--- src/rtl/picosoc_iomem_timer.sv ---
// Down-counting timer/interrupt peripheral on the PicoSoC iomem bus (256-byte window, level irq).
// Optional free-running cycle counter at offset 0x14 when PICOSOC_TIMER_CYCLES_EN is defined.
module picosoc_iomem_timer #(
  parameter logic [31:0] BASE_ADDR  = 32'h0300_0000,
  parameter int unsigned PRESCALE_W = 16
) (
  input  logic        clk,
  input  logic        resetn,
  input  logic        iomem_valid,
  output logic        iomem_ready,
  input  logic [3:0]  iomem_wstrb,
  input  logic [31:0] iomem_addr,
  input  logic [31:0] iomem_wdata,
  output logic [31:0] iomem_rdata,
  output logic        irq
);

  typedef enum logic [5:0] {
    REG_CTRL     = 6'd0,
    REG_PRESCALE = 6'd1,
    REG_COUNT    = 6'd2,
    REG_RELOAD   = 6'd3,
    REG_STATUS   = 6'd4,
    REG_CYCLES   = 6'd5
  } reg_e;

  logic                  ready_q, ready_d;
  logic [31:0]           rdata_q, rdata_d;
  logic                  irq_q, irq_d;
  logic                  en_q, en_d;
  logic                  auto_q, auto_d;
  logic                  ie_q, ie_d;
  logic [PRESCALE_W-1:0] presc_q, presc_d;
  logic [PRESCALE_W-1:0] pcnt_q, pcnt_d;
  logic [31:0]           count_q, count_d;
  logic [31:0]           reload_q, reload_d;
  logic                  exp_q, exp_d;
`ifdef PICOSOC_TIMER_CYCLES_EN
  logic [31:0]           cyc_q, cyc_d;
`endif

  logic        hit, sel, is_wr, wr_en, rd_en;
  logic        wr_ctrl, wr_presc, wr_count, wr_reload, wr_status;
  logic        tick, expire;
  logic [31:0] wmask;
  logic [31:0] rd_val;
  reg_e        idx;
  logic        unused_addr;

  assign unused_addr = ^iomem_addr[1:0];

  function automatic logic [31:0] merge32(input logic [31:0] old_v,
                                          input logic [31:0] new_v,
                                          input logic [31:0] m);
    return (old_v & ~m) | (new_v & m);
  endfunction

  // Bus decode: ready_q blocks a new select so accesses are spaced at least two cycles apart
  assign hit   = (iomem_addr[31:8] == BASE_ADDR[31:8]);
  assign sel   = iomem_valid & hit & ~ready_q;
  assign is_wr = |iomem_wstrb;
  assign wr_en = sel & is_wr;
  assign rd_en = sel & ~is_wr;
  assign idx   = reg_e'(iomem_addr[7:2]);
  assign wmask = {{8{iomem_wstrb[3]}}, {8{iomem_wstrb[2]}},
                  {8{iomem_wstrb[1]}}, {8{iomem_wstrb[0]}}};

  assign wr_ctrl   = wr_en & (idx == REG_CTRL);
  assign wr_presc  = wr_en & (idx == REG_PRESCALE);
  assign wr_count  = wr_en & (idx == REG_COUNT);
  assign wr_reload = wr_en & (idx == REG_RELOAD);
  assign wr_status = wr_en & (idx == REG_STATUS);

  assign tick   = en_q & (pcnt_q == presc_q);
  assign expire = tick & (count_q == 32'd1);

  always_comb begin
    rd_val = '0;
    case (idx)
      REG_CTRL:     rd_val[2:0] = {ie_q, auto_q, en_q};
      REG_PRESCALE: rd_val[PRESCALE_W-1:0] = presc_q;
      REG_COUNT:    rd_val = count_q;
      REG_RELOAD:   rd_val = reload_q;
      REG_STATUS:   rd_val[0] = exp_q;
`ifdef PICOSOC_TIMER_CYCLES_EN
      REG_CYCLES:   rd_val = cyc_q;
`endif
      default:      rd_val = '0;
    endcase
  end

  always_comb begin
    ready_d = sel;
    rdata_d = rd_en ? rd_val : '0;
    irq_d   = exp_q & ie_q;
  end

  // Hardware updates are applied first so CPU writes to the same register override them
  always_comb begin
    en_d     = en_q;
    auto_d   = auto_q;
    ie_d     = ie_q;
    presc_d  = presc_q;
    pcnt_d   = pcnt_q;
    count_d  = count_q;
    reload_d = reload_q;
    exp_d    = exp_q;

    if (!en_q || wr_presc || tick) begin
      pcnt_d = '0;
    end else begin
      pcnt_d = pcnt_q + PRESCALE_W'(1);
    end

    if (tick) begin
      if (count_q > 32'd1) begin
        count_d = count_q - 32'd1;
      end else if (count_q == 32'd1) begin
        if (auto_q) begin
          count_d = reload_q;
        end else begin
          count_d = '0;
          en_d    = 1'b0;
        end
      end
    end

    if (wr_ctrl && iomem_wstrb[0]) begin
      en_d   = iomem_wdata[0];
      auto_d = iomem_wdata[1];
      ie_d   = iomem_wdata[2];
    end
    if (wr_presc) begin
      presc_d = (presc_q & ~wmask[PRESCALE_W-1:0]) |
                (iomem_wdata[PRESCALE_W-1:0] & wmask[PRESCALE_W-1:0]);
    end
    if (wr_count) begin
      count_d = merge32(count_q, iomem_wdata, wmask);
    end
    if (wr_reload) begin
      reload_d = merge32(reload_q, iomem_wdata, wmask);
    end

    // A fresh expiry wins over a simultaneous write-1-to-clear
    if (wr_status && iomem_wstrb[0] && iomem_wdata[0]) begin
      exp_d = 1'b0;
    end
    if (expire) begin
      exp_d = 1'b1;
    end
  end

`ifdef PICOSOC_TIMER_CYCLES_EN
  always_comb begin
    cyc_d = cyc_q + 32'd1;
  end
`endif

  always_ff @(posedge clk) begin
    if (!resetn) begin
      ready_q  <= 1'b0;
      rdata_q  <= '0;
      irq_q    <= 1'b0;
      en_q     <= 1'b0;
      auto_q   <= 1'b0;
      ie_q     <= 1'b0;
      presc_q  <= '0;
      pcnt_q   <= '0;
      count_q  <= '0;
      reload_q <= '0;
      exp_q    <= 1'b0;
`ifdef PICOSOC_TIMER_CYCLES_EN
      cyc_q    <= '0;
`endif
    end else begin
      ready_q  <= ready_d;
      rdata_q  <= rdata_d;
      irq_q    <= irq_d;
      en_q     <= en_d;
      auto_q   <= auto_d;
      ie_q     <= ie_d;
      presc_q  <= presc_d;
      pcnt_q   <= pcnt_d;
      count_q  <= count_d;
      reload_q <= reload_d;
      exp_q    <= exp_d;
`ifdef PICOSOC_TIMER_CYCLES_EN
      cyc_q    <= cyc_d;
`endif
    end
  end

  assign iomem_ready = ready_q;
  assign iomem_rdata = rdata_q;
  assign irq         = irq_q;

endmodule
--- config.mk ---
export PLATFORM = sky130hd
export DESIGN_NAME = picosoc_iomem_timer
export DESIGN_NICKNAME = d
export VERILOG_FILES = /design/src/rtl/picosoc_iomem_timer.sv
export SDC_FILE = /design/constraint.sdc
export NUM_CORES = 1
export LEC_CHECK = 0
export CAP_MARGIN = 20
export CORE_MARGIN = 3
export CORE_UTILIZATION = 35
export CTS_CLUSTER_DIAMETER = 50
export CTS_CLUSTER_SIZE = 24
export DETAILED_ROUTE_END_ITERATION = 6
export PLACE_DENSITY_LB_ADDON = 0.05
export SYNTH_ARGS = -nofsm -noshare
export SYNTH_HDL_FRONTEND = slang
export SYNTH_SLANG_ARGS = --single-unit
--- constraint.sdc ---
create_clock -name clk -period 2.88 [get_ports clk]
set_clock_uncertainty 0.05 [all_clocks]
set_input_delay 0.288 -clock clk [delete_from_list [all_inputs] [get_ports clk]]
set_output_delay 0.288 -clock clk [all_outputs]
set_load 0.02 [all_outputs]
==> results of run 1 <==
## worst max-delay path by stage
stage	cells after the start	slack (ns)	to	start
2_1_floorplan	9	0.38	flop	flop
6_report	7	0.15	flop	flop
3_5_place_dp	9	0.05	flop	iomem_addr[10]
3_3_place_gp	9	0.05	flop	iomem_addr[15]
5_1_grt	7	0.02	flop	flop
4_1_cts	7	0.08	flop	flop
## repair_timing
item,CTS,global route
resized for setup,0,2
buffers inserted,0,0
endpoints found under the hold margin,0,0
setup endpoints to repair,0,8
## per-stage QoR
stage	cells	power [W]	util	hold slack (ns)	area (µm²)
3_5_place_dp	1144	0.00209	0.445	0.414	8160
3_3_place_gp	1144	0.00208	0.445	0.403	8160
4_1_cts	1176	0.00432	0.478	0.395	8760
6_report	1176	0.00428	0.479	0.408	8770
2_1_floorplan	807	0.00194	-	0.370	6650
5_1_grt	1176	0.00441	0.479	0.410	8770
## synthesized netlist by cell type (all sizes together), types with 19 or more instances
library cell	number	area, µm²
dfxtp	134	2680
nor2	113	424
nand2	87	327
a21oi	60	300
clkbuf	38	143
o21ai	35	175
xnor2	33	289
a22oi	32	240
mux2i	28	280
nand3	28	140
xor2	21	184
nor4	20	159
nor3	19	100
## layer usage
metal  routed length (µm)  share of wire
met5                    0              0
met1                 9670           0.43
met2                10900           0.49
met4                  447          0.020
met3                 1330          0.059
## worst max-delay path, cell delays in order (launching register included)
cell and delay (ns):
dfxtp_1 0.31, or4_1 0.58, or3_1 0.51, nor4_4 0.36
or4b_1 0.29, nand2_1 0.25, o21ai_0 0.21, a21oi_1 0.05
## cells by family after synthesis
family | count (synthesis) | synth area share
muxes | 43 | 0.0693
adders and majority gates | 3 | 0.00565
DFF | 134 | 0.403
AOI/OAI and AO/OA | 184 | 0.171
buffers and inverters | 56 | 0.0359
xor gates and xnor gates | 54 | 0.0711
and+or+nand+nor | 333 | 0.244
## area by class of cell
type                    instances  share of cell area
clock inverters                12              0.0174
flip-flops and latches        134               0.306
inverters                       7             0.00299
clock buffers                  20              0.0509
multi-input cells             617               0.427
repair buffers                157               0.163
well taps                     229              0.0327
## power by group
group          internal, W  total (W)      switching (W)
sequential         0.00185    0.00185  0.000000000000920
clock              0.00138    0.00223           0.000851
combinational     0.000105   0.000195          0.0000892
total              0.00334    0.00428           0.000941
==> results.yml, run 1 <==
run_status:
  status: "finished, final reports clean"
clocking:
  clock_latency_ns: 0.42
  cts_buffers: 17
  cts_tree: "yes"
  cts.sinks: 134
  cts_max_level: 4
  root_buffer: "clkbuf_16"
  holdBufCountCts: 0
  ctsLongestPathBuffers: 2
  clkTransAtPathRegs_ns: 0.06
global_route:
  grt_pass1_wl_mm: 35.3
  grt.busiest_layer: "met2"
  first_global_vias: 6574
  antenna_found_initial: 0
  track_usage: 0.218
  grtUsageMet2: 0.374
  grt_max_degree: 36
  use_met1: 0.267
  grt-ovfl-total: 0
  use_met3: 0.0569
hold_path:
  worstHoldPathCells: 3
  hold_path_class: "in -> reg"
  hold_path_startpoint: "iomem_wdata[18]"
timing:
  rsz0062_at_grt: "no"
  fin_setup_tns_ns: 0
  finalCriticalPeriod_ns: 2.73
  slew_headroom: 0.594
  fin_crit_sh: 0.948
  setup_viol: 0
  worst_slack_ns: 0.150
  clock.fmax_mhz: 366
  slew_viol_final: 0
  hold_violations: 0
  worstMarginPinSlew_ns: 0.603
worst_setup_path:
  r2r_setup_slack_ns: 0.15
  setup.worst_path.class: "reg -> reg"
  reg2reg_depth: 7
  endpoint_kind: "flop"
  cp_max_fo: 7
  cp-start-kind: "flop"
  arrival_ns: 2.98
  crit_required_ns: 3.13
die:
  fp.dieArea_um2: 20700
  fp-row-count: 49
  die_height_um: 144
  core_area_um2: 18300
  die_x_um: 144
  start_util: 0.363
  io_pins: 105
detailed_routing:
  dr.first_iter.drc_count: 451
  detail-route-antenna-nets: 0
  drtPass1Iterations: 5
  routed_via_density: 5.59
  post-route-drc-count: 0
  vias: 6576
  wl_per_cell_um: 19.0
  wl_mm: 22.4
logic_synthesis:
  synth_edf_count: 0
  synth_seq_area_share: 0.403
  synth_ff_type: "dfxtp_1"
  synthArstFlopShare: 0
  syn_area_um2: 6650
  yosysWarnings: 0
  synth_seq_cells: 134
  syn-instance-count: 807
  synthDistinctLibCells: 58
  synth_nets: 881
  avgSynthCellArea_um2: 8.24
layout:
  layout_common_cells: "dfxtp_1 (134), nor2_1 (113), clkdlybuf4s50_1 (102)"
  antennaDiodeCount: 0
  area_growth_syn_to_layout_pct: 32.0
  multi_input_area_um2: 3750
  drive_above_1_share: 0.119
  fin_nets: 1008
  regArea_um2: 2680
  layout_commonest_cell: "dfxtp_1"
  fillers: 1786
pwr:
  powerDensity_nw_per_um2: 488
  leakage_nw: 3.25
  vdd_drop_max_v: 0.000485
placement:
  io_buffers: 102
  gp_congestion: 0.872
  dp_hpwl_mm: 15.8
  post-place-ws_ns: 0.0495
flow_run:
  maxCapViolCount: 0
Note: power is estimated with default switching activity, not from simulation.
==> run 2, diff against run 1 <==
SLEW_MARGIN = 10   (was unset)
==> results of run 2 <==
The final DEF is identical to that of run 1; final timing and power are the same.
